## config.mk

```make
export PLATFORM = sky130hd
export DESIGN_NAME = msf_input_filter
export DESIGN_NICKNAME = d
export VERILOG_FILES = /design/src/rtl/msf_input_filter.sv
export SDC_FILE = /design/constraint.sdc
export NUM_CORES = 1
export LEC_CHECK = 0
export BUFFER_PORTS_ARGS = -buffer_cell sky130_fd_sc_hd__buf_2
export CAP_MARGIN = 30
export CORE_AREA = 2 2 72 74
export CTS_BUF_LIST = sky130_fd_sc_hd__clkbuf_4 sky130_fd_sc_hd__clkbuf_8
export DETAILED_ROUTE_END_ITERATION = 16
export DIE_AREA = 0 0 74 76
export PLACE_DENSITY = 0.8
export SYNTH_ARGS = -nofsm -noshare
export SYNTH_HDL_FRONTEND = slang
export SYNTH_SLANG_ARGS = --single-unit
```

## constraint.sdc

```tcl
create_clock -name clk_i -period 2.5 [get_ports clk_i]
set_clock_uncertainty 0.1 [all_clocks]
set_input_delay 0.25 -clock clk_i [delete_from_list [all_inputs] [get_ports clk_i]]
set_output_delay 0.25 -clock clk_i [all_outputs]
set_load 0.01 [all_outputs]
```

## src/rtl/msf_input_filter.sv

```systemverilog
`timescale 1ns/1ps
// -----------------------------------------------------------------------------
// msf_input_filter
//
// Front end of the MSF time-signal receiver. The raw receiver output is
// synchronised, debounced by a saturating integrator with hysteresis, and
// its edges are measured against a 10 ms timebase. Pulse width and
// rise-to-rise period are judged every second; a run of good seconds
// declares lock, and a bad second or loss of signal drops it again.
//
// Optional feature: define MSF_FILTER_STATS_EN to count lock losses on
// err_count_o (saturating at 255). Without it err_count_o is tied to 0.
//
// Parameters
//   CLK_FREQ    clk_i frequency in Hz, multiple of 100
//   FILTER_LEN  integrator saturation value in clocks (2..255)
//   LOCK_COUNT  consecutive good seconds needed for lock (1..15)
//
// Ports
//   clk_i        clock
//   rst_i        asynchronous active-high reset
//   data_i       raw receiver output, asynchronous, 1 = carrier off
//   data_o       filtered carrier-off level
//   rise_o       1-cycle pulse on each 0->1 change of data_o
//   fall_o       1-cycle pulse on each 1->0 change of data_o
//   lock_o       signal is valid MSF timing
//   error_o      1-cycle pulse on loss of lock
//   err_count_o  number of lock losses (MSF_FILTER_STATS_EN only)
// -----------------------------------------------------------------------------
module msf_input_filter #(
  parameter int CLK_FREQ   = 12500,
  parameter int FILTER_LEN = 16,
  parameter int LOCK_COUNT = 5
) (
  input  logic       clk_i,
  input  logic       rst_i,
  input  logic       data_i,
  output logic       data_o,
  output logic       rise_o,
  output logic       fall_o,
  output logic       lock_o,
  output logic       error_o,
  output logic [7:0] err_count_o
);

  localparam int              DIV       = CLK_FREQ / 100;
  localparam int              PW        = (DIV > 1) ? $clog2(DIV) : 1;
  localparam logic [PW-1:0]   PRESC_MAX = PW'(DIV - 1);
  localparam logic [7:0]      FLT_MAX   = 8'(FILTER_LEN);
  localparam logic [3:0]      LOCK_N    = 4'(LOCK_COUNT);

  typedef enum logic [1:0] {
    SEARCH_REF = 2'd0,
    SEARCH     = 2'd1,
    LOCKED     = 2'd2
  } state_t;

  logic          r_sync_p0;
  logic          r_sync_p1;
  logic [7:0]    r_integ;
  logic          r_data;
  logic          r_rise;
  logic          r_fall;
  logic [PW-1:0] r_presc;
  logic [7:0]    r_width;
  logic [7:0]    r_period;
  logic          r_width_ok;
  state_t        r_state;
  logic [3:0]    r_good;
  logic          r_lock;
  logic          r_err;

  logic          w_tick;
  logic          w_width_in_range;
  logic          w_good_sec;
  logic          w_timeout;

  // Stage p0/p1: two-flop synchroniser, then integrator and hysteresis.
  // The integrator never leaves 0..FLT_MAX, so equality tests act as bounds.
  always_ff @(posedge clk_i or posedge rst_i) begin
    if (rst_i) begin
      r_sync_p0 <= 1'b0;
      r_sync_p1 <= 1'b0;
      r_integ   <= 8'd0;
      r_data    <= 1'b0;
      r_rise    <= 1'b0;
      r_fall    <= 1'b0;
    end else begin
      r_sync_p0 <= data_i;
      r_sync_p1 <= r_sync_p0;
      if (r_sync_p1 && (r_integ != FLT_MAX)) begin
        r_integ <= r_integ + 8'd1;
      end else if (!r_sync_p1 && (r_integ != 8'd0)) begin
        r_integ <= r_integ - 8'd1;
      end
      r_rise <= 1'b0;
      r_fall <= 1'b0;
      if ((r_integ == FLT_MAX) && !r_data) begin
        r_data <= 1'b1;
        r_rise <= 1'b1;
      end else if ((r_integ == 8'd0) && r_data) begin
        r_data <= 1'b0;
        r_fall <= 1'b1;
      end
    end
  end

  assign w_tick = (r_presc == PRESC_MAX);

  // 10 ms timebase.
  always_ff @(posedge clk_i or posedge rst_i) begin
    if (rst_i) begin
      r_presc <= '0;
    end else if (w_tick) begin
      r_presc <= '0;
    end else begin
      r_presc <= r_presc + PW'(1);
    end
  end

  // Stage p2: width/period measurement. A rise starts a new second and
  // clears width_ok, so a second with no fall is always judged bad.
  always_ff @(posedge clk_i or posedge rst_i) begin
    if (rst_i) begin
      r_width    <= 8'd0;
      r_period   <= 8'd0;
      r_width_ok <= 1'b0;
    end else if (r_rise) begin
      r_width    <= 8'd0;
      r_period   <= 8'd0;
      r_width_ok <= 1'b0;
    end else begin
      if (w_tick && (r_period != 8'hFF)) begin
        r_period <= r_period + 8'd1;
      end
      if (w_tick && r_data && (r_width != 8'hFF)) begin
        r_width <= r_width + 8'd1;
      end
      if (r_fall) begin
        r_width_ok <= w_width_in_range;
      end
    end
  end

  assign w_width_in_range = (r_width >= 8'd8) && (r_width <= 8'd55);
  assign w_good_sec       = (r_period >= 8'd95) && (r_period <= 8'd105) && r_width_ok;
  assign w_timeout        = (r_period == 8'd200);

  // Lock state machine. rise takes priority over timeout in every state.
  always_ff @(posedge clk_i or posedge rst_i) begin
    if (rst_i) begin
      r_state <= SEARCH_REF;
      r_good  <= 4'd0;
      r_lock  <= 1'b0;
      r_err   <= 1'b0;
    end else begin
      r_err <= 1'b0;
      case (r_state)
        SEARCH_REF: begin
          // first edge only sets the reference; it is not judged
          if (r_rise) begin
            r_state <= SEARCH;
            r_good  <= 4'd0;
          end
        end
        SEARCH: begin
          if (r_rise) begin
            if (w_good_sec) begin
              r_good <= r_good + 4'd1;
              if ((r_good + 4'd1) == LOCK_N) begin
                r_state <= LOCKED;
                r_lock  <= 1'b1;
              end
            end else begin
              r_good <= 4'd0;
            end
          end else if (w_timeout) begin
            r_state <= SEARCH_REF;
            r_good  <= 4'd0;
          end
        end
        LOCKED: begin
          if (r_rise) begin
            if (!w_good_sec) begin
              r_state <= SEARCH;
              r_good  <= 4'd0;
              r_lock  <= 1'b0;
              r_err   <= 1'b1;
            end
          end else if (w_timeout) begin
            r_state <= SEARCH_REF;
            r_good  <= 4'd0;
            r_lock  <= 1'b0;
            r_err   <= 1'b1;
          end
        end
        default: begin
          r_state <= SEARCH_REF;
          r_good  <= 4'd0;
          r_lock  <= 1'b0;
        end
      endcase
    end
  end

`ifdef MSF_FILTER_STATS_EN
  logic [7:0] r_err_count;

  always_ff @(posedge clk_i or posedge rst_i) begin
    if (rst_i) begin
      r_err_count <= 8'h00;
    end else if (r_err && (r_err_count != 8'hFF)) begin
      r_err_count <= r_err_count + 8'd1;
    end
  end

  assign err_count_o = r_err_count;
`else
  assign err_count_o = 8'h00;
`endif

  assign data_o  = r_data;
  assign rise_o  = r_rise;
  assign fall_o  = r_fall;
  assign lock_o  = r_lock;
  assign error_o = r_err;

endmodule

```

==> summary.md, run 1 <==
| Metric | Value |
|---|---|
| Slew headroom | `0.382` |
| Final WL | `around 5 mm` |
| Row count | `26` |
| Setup WS post-layout | `-24.9 ps` |
| #FFs+latches synth | `45` |
| Largest net degree at the start of global routing | `46` |
| Final HPWL DP | `3.46 mm` |
| Failing checks | `negative setup slack` |
| Die ar. | `between 5000 and 6000 um2` |
| First-pass iteration count of the detailed router | `6` |
| Port Buffer Count | `7` |
| Most common cell after layout, fill and taps aside | `dfrtp_1` |
| Pleak | `roughly 1.4 nW` |
| Reg2reg end | `r_integ[7]$_DFFE_PP0P_` |
| # nets final | `between 300 and 400` |
| Most used DFF post-synth | `dfrtp_1` |
| Total GRT Usage | `0.202` |
| Adder-Cell Fraction of Synth Area | `0.0964` |
| Starting Density | `0.544` |
| GPL Wtd Cong | `about 0.89` |
| Hold WS | `between 50 and 60 ps` |
| DR DRC count | `0` |
| CTS HTree Levels | `2` |
| Status | `finished, violations left` |
| Area growth syn-to-layout | `14.8%` |
| Synth warn | `0` |
| Worst EP required | `2610 ps` |
| WP data arrival | `between 2000 and 3000 ps` |
| Crit end category | `flop` |
| Tcrit/Tclk final | `1.01` |
| Diode count | `0` |
| Max-slew violations | `0` |
| Post-synthesis mux area share | `0.00375` |
| Max-cap violation count | `0` |
| Clk slew on worst S/H paths | `90 ps` |
| Simple-gate share of the synthesized area | `0.204` |
| Reg2reg start | `r_integ[6]$_DFFE_PP0P_` |
| Num CTS Buffers | `5` |
| Post-synth EDFFs | `0` |
| Synth Instances | `279` |
| I/O pins | `16` |
| Clock tree from TritonCTS | `built` |
| CTS root buf | `clkbuf_8` |
| First DRT Iteration DRCs | `92` |
| Synth Area per Inst | `9.58 um2` |
| WL per Instance | `roughly 13 um` |
| Synth cell types | `52` |
| Largest family of logic cells by synthesized area | `simple AND/OR/NAND/NOR gates` |
| Clock latency on the worst-skew pair | `approximately 300 ps` |
| Worst-path maximum fanout | `5` |
| Fmax | `approximately 400 MHz` |
| Hold WC Path Type | `input port to async pin` |
| Die H | `roughly 76 um` |
| CP startpoint | `r_integ[6]$_DFFE_PP0P_` |
| First-pass GRT wire length | `about 9.1 mm` |
| Via Count | `about 2.1k` |
| Worst setup endpoint | `r_integ[7]$_DFFE_PP0P_` |
| Total power | `roughly 2.3 mW` |
| Initial antenna violation count | `0` |
| R2R cell count | `9` |
| Ratio of cells with drive above 1 in the final layout | `0.162` |
| Commonest non-fill, non-tap cells in the layout | `44 x dfrtp_1, 35 x nor2_1, 16 x inv_1` |
| Endpoints failing setup | `1` |
| Synth Area in Compound Gates | `0.150` |
| Register area share after synthesis | `0.421` |
| Core area | `4910 um2` |
| Total grt overflow | `0` |
| FFs w/ async S/R, synth | `1.00` |
| Final Hold Fails | `0` |
| Post-Synth XOR/XNOR Area | `0.0688` |
| Period minus WS final | `between 2000 and 3000 ps` |
| Die Wd | `~74 um` |
| Unrepaired setup endpoints after global routing | `true` |
| Vias in the first global route | `slightly above 2k` |
| Final core occ | `0.625` |
| Antenna-violating nets left | `0` |
| Longest Clk Path Bufs | `2` |
| Mapped Area | `around 2700 um2` |
| Via/cell ratio | `between 5 and 6` |
| Worst-margin pin slew | `around 920 ps` |
| Pre-CTS WS | `-131 ps` |
| R2r setup slk | `-20 ps` |
| Max VDD drop | `0.485 mV` |
| Clock Sinks | `between 40 and 50` |
| Worst Setup Start Kind | `flop` |
| Pwr Density | `~750 nW/um2` |
| Critical path class | `flop to flop` |
| TNS Setup | `-24.9 ps` |
-- sequential cells by signal, indices dropped and copies added (netlist names) --
name,flops
data_o,1
error_o,1
fall_o,1
lock_o,1
r_good,4
r_integ,8
r_period,8
r_presc,7
r_state,2
r_sync_p0,1
r_sync_p1,1
r_width,8
r_width_ok,1
rise_o,1
-- power breakdown --
group | internal [mW] | switching, mW
clock network | 0.299 | 0.253
logic | 0.411 | 0.402
registers | 0.820 | 0.103
total | 1.53 | 0.757
-- per-layer routing --
layer	wire length, um	track usage
met5	0	0
met4	65	0.0600
met1	2220	0.261
met2	2590	0.331
met3	133	0.0489
-- metrics by stage --
| stage | cells | cell area [um2] |
|---|---|---|
| after floorplan | 286 | 2750 |
| after global placement | 359 | 2860 |
| after detailed placement | 359 | 2860 |
| after CTS | 371 | 3050 |
| after global routing | 373 | 3070 |
| final | 373 | 3070 |
-- layout make-up --
class	count	area, um2
multi-input cells	211	1520
flip-flops and latches	45	1130
inverters	17	63.8
clock inverters	3	46.3
fillers	400	1840
clock buffers	5	68.8
well taps	70	87.6
repair buffers	22	150
-- repair_timing --
action | CTS | global route
setup buffers | 3 | 2
gates cloned | 0 | 0
hold buffers | 1 | 0
gates resized for setup | 7 | 1
endpoints found under the hold margin | 1 | 0
setup endpoints to repair | 1 | 2
pin swaps | 5 | 2
-- logic make-up (layout without fill, tap and decap cells) --
group / count (synthesis) / in the layout
flip-flops: 45 / 45
multiplexers: 1 / 1
other: 1 / 8
adder cells (fa/ha/maj): 20 / 20
AND/OR/NAND/NOR: 106 / 106
XOR/XNOR: 21 / 21
buffers and inverters: 30 / 47
AO/OA/AOI/OAI: 55 / 55
-- worst max-delay path: stages (launching register included) --
cell and delay, ps:
dfrtp_1 420, nor4_4 330, nand3_2 140, nand2_4 150, ha_4 230, and3_4 180
a32oi_2 180, a32oi_1 150, or3_1 340, a22oi_1 190
-- Yosys cell counts (all sizes together) (4+ instances only) --
library cell / number / share of area
a21o: 5 / 0.014
inv: 17 / 0.024
nand3: 10 / 0.019
nor3: 10 / 0.019
nor4: 4 / 0.0094
nor2: 35 / 0.049
o21ai: 11 / 0.021
and4: 4 / 0.014
clkbuf: 4 / 0.0056
a211oi: 4 / 0.011
buf: 9 / 0.024
dfrtp: 45 / 0.42
xor2: 9 / 0.029
nand2: 16 / 0.022
and2: 4 / 0.0094
nand4: 5 / 0.012
xnor2: 12 / 0.039
a21oi: 12 / 0.024
and3: 4 / 0.011
ha: 19 / 0.089
-- how the worst min path moves through the flow --
stage / start / endpoint / slack [ps] / cells after the start
2_1_floorplan: data_i / r_sync_p0$_DFF_PP0_ / 180 / 0
3_3_place_gp: r_sync_p0$_DFF_PP0_ / r_sync_p1$_DFF_PP0_ / 230 / 0
3_5_place_dp: r_sync_p0$_DFF_PP0_ / r_sync_p1$_DFF_PP0_ / 240 / 0
4_1_cts: rst_i / r_period[1]$_DFFE_PP0P_ / 90 / 2
5_1_grt: rst_i / r_period[0]$_DFFE_PP0P_ / 120 / 2
6_report: rst_i / r_period[0]$_DFFE_PP0P_ / 50 / 2
(Power assumes the default switching activity.)
==> run 2, diff against run 1 <==
--- a/config.mk
+++ b/config.mk
@@ -12,6 +12,7 @@
 export DETAILED_ROUTE_END_ITERATION = 16
 export DIE_AREA = 0 0 74 76
 export PLACE_DENSITY = 0.8
+export SKIP_LAST_GASP = 1
 export SYNTH_ARGS = -nofsm -noshare
 export SYNTH_HDL_FRONTEND = slang
 export SYNTH_SLANG_ARGS = --single-unit
==> summary.md, run 2 (synthesized netlist as in run 1, its figures left out) <==
| Metric | Value |
|---|---|
| Clock latency on the worst-skew pair | `300 ps (about the same)` |
| I/O pins | `16 (unchanged)` |
| WL per Instance | `13.5 um (+0.61%)` |
| Area growth syn-to-layout | `14.4%` |
| Critical path cell sequence | `nor4_4 > nand3_2 > nand2_4 > ha_1 > a21o_1 > a32oi_2 > a32oi_1 > or3_1 > a22oi_1` |
| Final Hold Fails | `0 (unchanged)` |
| Worst-margin pin slew | `941 ps (+15.6 ps)` |
| Commonest non-fill, non-tap cells in the layout | `44 x dfrtp_1, 35 x nor2_1, 16 x inv_1, 16 x ha_1` |
| Via/cell ratio | `5.64 (+0.11%)` |
| Total GRT Usage | `0.201 (-0.00125)` |
| Worst Setup Start Kind | `flop` |
| Pwr Density | `745 nW/um2 (-0.10%)` |
| Crit end category | `flop` |
| Ratio of cells with drive above 1 in the final layout | `0.158 (-0.00382)` |
| Reg2reg end | `r_integ[7]$_DFFE_PP0P_` |
| Die ar. | `5620 um2 (unchanged)` |
| First-pass iteration count of the detailed router | `6 (unchanged)` |
| Switching Power | `0.757 mW (about the same)` |
| Final WL | `5.05 mm (+0.88%)` |
| Fmax | `392 MHz (-1.0%)` |
| # nets final | `326 (+0.31%)` |
| Largest net degree at the start of global routing | `46 (unchanged)` |
| Max VDD drop | `0.479 mV (-1.2%)` |
| Endpoints failing setup | `1 (unchanged)` |
| Antenna-violating nets left | `0 (unchanged)` |
| Most common cell after layout, fill and taps aside | `dfrtp_1` |
| Status | `finished, violations left` |
| R2R cell count | `9 (unchanged)` |
| First DRT Iteration DRCs | `78 (-15%)` |
| GPL Wtd Cong | `0.892 (unchanged)` |
| Final HPWL DP | `3.46 mm (unchanged)` |
| CTS root buf | `clkbuf_8` |
| Power Internal | `1.52 mW (-0.65%)` |
| Max-cap violation count | `0 (unchanged)` |
| Period minus WS final | `2550 ps (+26.7 ps)` |
| Unrepaired setup endpoints after global routing | `true` |
| Flop pwr share | `0.406 (+0.003)` |
| Logic pwr share | `0.351 (-0.004)` |
| Pre-CTS WS | `-131 ps (unchanged)` |
| Clk slew on worst S/H paths | `90 ps (about the same)` |
| Die Wd | `74 um (unchanged)` |
| Slowest stage delay, CP | `420 ps (about the same)` |
| Pleak | `1.38 nW (+0.49%)` |
| DR DRC count | `0 (unchanged)` |
| Row count | `26 (unchanged)` |
| Total grt overflow | `0 (unchanged)` |
| CTS HTree Levels | `2 (unchanged)` |
| Initial antenna violation count | `0 (unchanged)` |
| Critical path class | `flop to flop` |
| Via Count | `2111 (+0.38%)` |
| Largest registers | `r_integ: 8 flops, r_period: 8 flops, r_width: 8 flops` |
| Diode count | `0 (unchanged)` |
| Port Buffer Count | `7 (unchanged)` |
| Core area | `4910 um2 (unchanged)` |
| Tcrit/Tclk final | `1.02 (+0.0107)` |
| Setup WS post-layout | `-51.6 ps (-26.7 ps)` |
| Num CTS Buffers | `5 (unchanged)` |
| Slowest cell on the critical path | `dfrtp_1` |
| Slew headroom | `0.372 (-0.0104)` |
| First-pass GRT wire length | `9.04 mm (-0.60%)` |
| Longest Clk Path Bufs | `2 (unchanged)` |
| WP data arrival | `2650 ps (+20 ps)` |
| Vias in the first global route | `2033 (+0.49%)` |
| Starting Density | `0.544 (unchanged)` |
| Sw Ratio | `0.333 (+0.00147)` |
| Reg2reg start | `r_integ[6]$_DFFE_PP0P_` |
| R2r setup slk | `-50 ps (-30 ps)` |
| Max-slew violations | `0 (unchanged)` |
| Clock tree from TritonCTS | `built` |
| Hold WC Path Type | `input port to async pin` |
| Die H | `76 um (unchanged)` |
| Final core occ | `0.623 (-0.00204)` |
| Worst EP required | `2600 ps (about the same)` |
| Worst-path maximum fanout | `5 (unchanged)` |
| Clock Sinks | `45 (unchanged)` |
| Failing checks | `negative setup slack` |
| Clock share of power | `0.243 (+0.002)` |
## run 2: power by group through the flow
stage	clock network, mW	registers, mW	logic [mW]
CTS	0.566	0.923	0.740
global route	0.608	0.934	0.899
global placement	0	0.916	0.677
floorplan	0	0.914	0.526
finish	0.554	0.924	0.799
detailed placement	0	0.922	0.706
## run 2: area by class of cell
type                       instances  area [um2]
clock inverter                     3        46.3
clock buffer                       5        68.8
sequential                        45        1130
multi-input combinational        211        1510
timing repair buffer              23         158
fill                             397        1850
inverter                          17        63.8
tap                               70        87.6
## run 2: how the worst max path moves through the flow
stage	startpoint	to	slack, ps	cells after the start
finish	r_integ[6]$_DFFE_PP0P_	r_integ[7]$_DFFE_PP0P_	-50	9
global route	r_integ[6]$_DFFE_PP0P_	r_integ[7]$_DFFE_PP0P_	-160	9
CTS	r_integ[1]$_DFFE_PP0P_	r_integ[7]$_DFFE_PP0P_	-50	9
detailed placement	r_integ[6]$_DFFE_PP0P_	r_integ[7]$_DFFE_PP0P_	-130	9
global placement	r_integ[6]$_DFFE_PP0P_	r_integ[7]$_DFFE_PP0P_	-7	9
floorplan	r_integ[6]$_DFFE_PP0P_	r_integ[7]$_DFFE_PP0P_	20	9
## run 2: through the flow
stage	setup TNS, ps	total power, mW	area [um2]	std cells	hold WS (ps)
6_report	-51.6	2.28	3060	374	64.4
5_1_grt	-163	2.44	3060	374	118
4_1_cts	-48.3	2.23	3030	371	88.5
3_5_place_dp	-131	1.63	2860	359	236
3_3_place_gp	-7.35	1.59	2860	359	234
2_1_floorplan	0	1.44	2750	286	181
## run 2: timing repair
| item | in CTS | in global routing |
|---|---|---|
| pin swaps | 5 | 4 |
| hold endpoints to repair | 1 | 0 |
| hold buffers | 1 | 0 |
| setup buffers | 3 | 3 |
| gates resized for setup | 4 | 1 |
| setup endpoints to repair | 1 | 1 |
## run 2: worst max-delay path, delay by kind of cell (launching register included)
| family | cells | cell delay (ps) |
|---|---|---|
| simple gates | 4 | 960 |
| fa+ha+maj | 1 | 250 |
| compound gates | 4 | 730 |
| flops | 1 | 420 |
## run 2: per-layer routing
metal / track usage / share of wire / routed length [um]
met2: 0.336 / 0.52 / 2630
met1: 0.257 / 0.44 / 2210
met3: 0.0450 / 0.027 / 135
met4: 0.0582 / 0.015 / 76
met5: 0 / 0 / 0
==> run 3, diff against run 2 <==
--- a/config.mk
+++ b/config.mk
@@ -7,10 +7,12 @@
 export LEC_CHECK = 0
 export BUFFER_PORTS_ARGS = -buffer_cell sky130_fd_sc_hd__buf_2
 export CAP_MARGIN = 30
-export CORE_AREA = 2 2 72 74
+export CELL_PAD_IN_SITES_DETAIL_PLACEMENT = 1
+export CELL_PAD_IN_SITES_GLOBAL_PLACEMENT = 1
+export CORE_AREA = 2 2 81 83
 export CTS_BUF_LIST = sky130_fd_sc_hd__clkbuf_4 sky130_fd_sc_hd__clkbuf_8
 export DETAILED_ROUTE_END_ITERATION = 16
-export DIE_AREA = 0 0 74 76
+export DIE_AREA = 0 0 83 85
 export PLACE_DENSITY = 0.8
 export SKIP_LAST_GASP = 1
 export SYNTH_ARGS = -nofsm -noshare
==> summary.md, run 3 (synthesized netlist as in run 1, its figures left out) <==
| Metric | Value |
|---|---|
| First DRT Iteration DRCs | `73 (-6.4%)` |
| Row count | `29 (+12%)` |
| Worst EP required | `2620 ps (+20 ps)` |
| Unrepaired setup endpoints after global routing | `true` |
| Num CTS Buffers | `5 (unchanged)` |
| Largest registers | `r_integ: 8 flops, r_period: 8 flops, r_width: 8 flops` |
| Status | `finished, violations left` |
| First-pass iteration count of the detailed router | `4 (-2)` |
| Worst-margin pin slew | `588 ps (-352 ps)` |
| Most common cell after layout, fill and taps aside | `dfrtp_1` |
| Critical path class | `flop to flop` |
| First-pass GRT wire length | `10.5 mm (+16%)` |
| # nets final | `335 (+2.8%)` |
| Final HPWL DP | `4.43 mm (+28%)` |
| Via Count | `2158 (+2.2%)` |
| Crit end category | `flop` |
| Pre-CTS WS | `-114 ps (+16.7 ps)` |
| Hold WC Path Type | `flop to flop` |
| Most used cell, CP | `a32oi_2` |
| Total grt overflow | `0 (unchanged)` |
| Port Buffer Count | `7 (unchanged)` |
| Die ar. | `7060 um2 (+25%)` |
| Core area | `6200 um2 (+26%)` |
| Design area | `3120 um2 (+2.0%)` |
| TNS Setup | `-54.7 ps (-3.11 ps)` |
| Setup WS post-layout | `-54.7 ps (-3.11 ps)` |
| Fmax | `391 MHz (-0.12%)` |
| Via/cell ratio | `5.53 (-2.0%)` |
| Clock tree from TritonCTS | `built` |
| Final Hold Fails | `0 (unchanged)` |
| Diode count | `0 (unchanged)` |
| Critical path cell sequence | `nor4_4 > nand3_2 > nand2_4 > ha_1 > a21o_1 > a32oi_2 > a32oi_2 > or3_1 > a22oi_2` |
| I/O pins | `16 (unchanged)` |
| Period minus WS final | `2550 ps (+3.11 ps)` |
| Die Wd | `83 um (+12%)` |
| Buffers & Inverters on Critical Path | `0 (unchanged)` |
| Worst Setup Start Kind | `flop` |
| Clock latency on the worst-skew pair | `310 ps (about the same)` |
| Vias in the first global route | `2278 (+12%)` |
| DR DRC count | `0 (unchanged)` |
| Max-cap violation count | `0 (unchanged)` |
| Slowest stage delay, CP | `440 ps (+20 ps)` |
| Commonest non-fill, non-tap cells in the layout | `44 x dfrtp_1, 35 x nor2_1, 23 x buf_4` |
| Final WL | `6.18 mm (+22%)` |
| Initial antenna violation count | `0 (unchanged)` |
| Area growth syn-to-layout | `16.7%` |
| Final Non-Filler Cells | `390 (+4.3%)` |
| Pleak | `1.41 nW (+2.3%)` |
| Clk slew on worst S/H paths | `90 ps (about the same)` |
| CTS HTree Levels | `2 (unchanged)` |
| Max-slew violations | `0 (unchanged)` |
| Largest net degree at the start of global routing | `20 (-57%)` |
| WP data arrival | `2680 ps (+30 ps)` |
| Max VDD drop | `0.463 mV (-3.5%)` |
| Worst-path maximum fanout | `5 (unchanged)` |
| Slew headroom | `0.598 (+0.226)` |
| CTS root buf | `clkbuf_8` |
| Antenna-violating nets left | `0 (unchanged)` |
| Pwr Density | `727 nW/um2 (-2.4%)` |
| Starting Density | `0.431 (-0.113)` |
| Ratio of cells with drive above 1 in the final layout | `0.182 (+0.0242)` |
| Total GRT Usage | `0.182 (-0.0188)` |
| Total power | `2.27 mW (-0.43%)` |
| Clock Sinks | `45 (unchanged)` |
| Slowest cell on the critical path | `dfrtp_2` |
| Longest Clk Path Bufs | `2 (unchanged)` |
| Placement Cell Area | `2910 um2 (+1.6%)` |
| Endpoints failing setup | `1 (unchanged)` |
| Crit path max-delay family | `simple AND/OR/NAND/NOR gates` |
| WL per Instance | `15.8 um (+17%)` |
| Post-Place Cells | `371 (+3.3%)` |
| Tcrit/Tclk final | `1.02 (+0.00124)` |
| GPL Wtd Cong | `0.773 (-13%)` |
| Failing checks | `negative setup slack` |
| Die H | `85 um (+12%)` |
## run 3: worst reg2reg max path, cell delays in order (launching register included)
cell and delay, ps:
dfrtp_2 440, nor4_4 330, nand3_2 150, nand2_4 140
ha_1 240, a21o_1 210, a32oi_2 190, a32oi_2 140
or3_1 350, a22oi_2 170
## run 3: cell type report
cell class,count,area (um2)
Clock buffer,5,68.8
Clock inverter,3,21.3
Fill cell,712,3090
Inverter,17,63.8
Multi-Input combinational cell,211,1510
Sequential cell,45,1130
Tap cell,77,96.3
Timing Repair Buffer,32,228
## run 3: timing repair
item,CTS,global route
resized for setup,1,7
hold buffers,2,0
setup buffers,3,6
setup endpoints to repair,1,4
pin swaps,4,4
hold endpoints to repair,8,0
## run 3: per-layer routing
| layer | routed length, um | track usage | part of all wire | up-vias |
|---|---|---|---|---|
| met1 | 2660 | 0.209 | 0.43 | 1096 |
| li1 | - | - | - | 1033 |
| met2 | 3300 | 0.338 | 0.53 | 20 |
| met3 | 128 | 0.0340 | 0.021 | 9 |
| met4 | 91 | 0.0641 | 0.015 | 0 |
| met5 | 0 | 0 | 0 | - |
## run 3: path summary, 6_finish.rpt
| check | start | end | slack [ps] | cells past startpoint |
|---|---|---|---|---|
| min in group asynchronous | rst_i | r_sync_p0$_DFF_PP0_ | 300 | 3 |
| max | r_integ[1]$_DFFE_PP0P_ | r_integ[7]$_DFFE_PP0P_ | -50 | 9 |
| max reg2reg | r_integ[1]$_DFFE_PP0P_ | r_integ[7]$_DFFE_PP0P_ | -50 | 9 |
| min | r_sync_p0$_DFF_PP0_ | r_sync_p1$_DFF_PP0_ | 270 | 0 |
| max in group asynchronous | rst_i | r_integ[1]$_DFFE_PP0P_ | 1490 | 4 |
| min reg2reg | r_sync_p0$_DFF_PP0_ | r_sync_p1$_DFF_PP0_ | 270 | 0 |
## run 3: power breakdown
part | internal, mW | switching, mW
registers | 0.820 | 0.0957
clock network | 0.199 | 0.267
logic | 0.441 | 0.445
total | 1.46 | 0.808
## run 3: per-stage QoR
step / utilization / hold slack (ps)
after detailed placement: 0.468 / 67.5
after CTS: 0.491 / 272
final: 0.503 / 268
after floorplan: - / 181
after global placement: 0.468 / 61.2
after global routing: 0.503 / 285
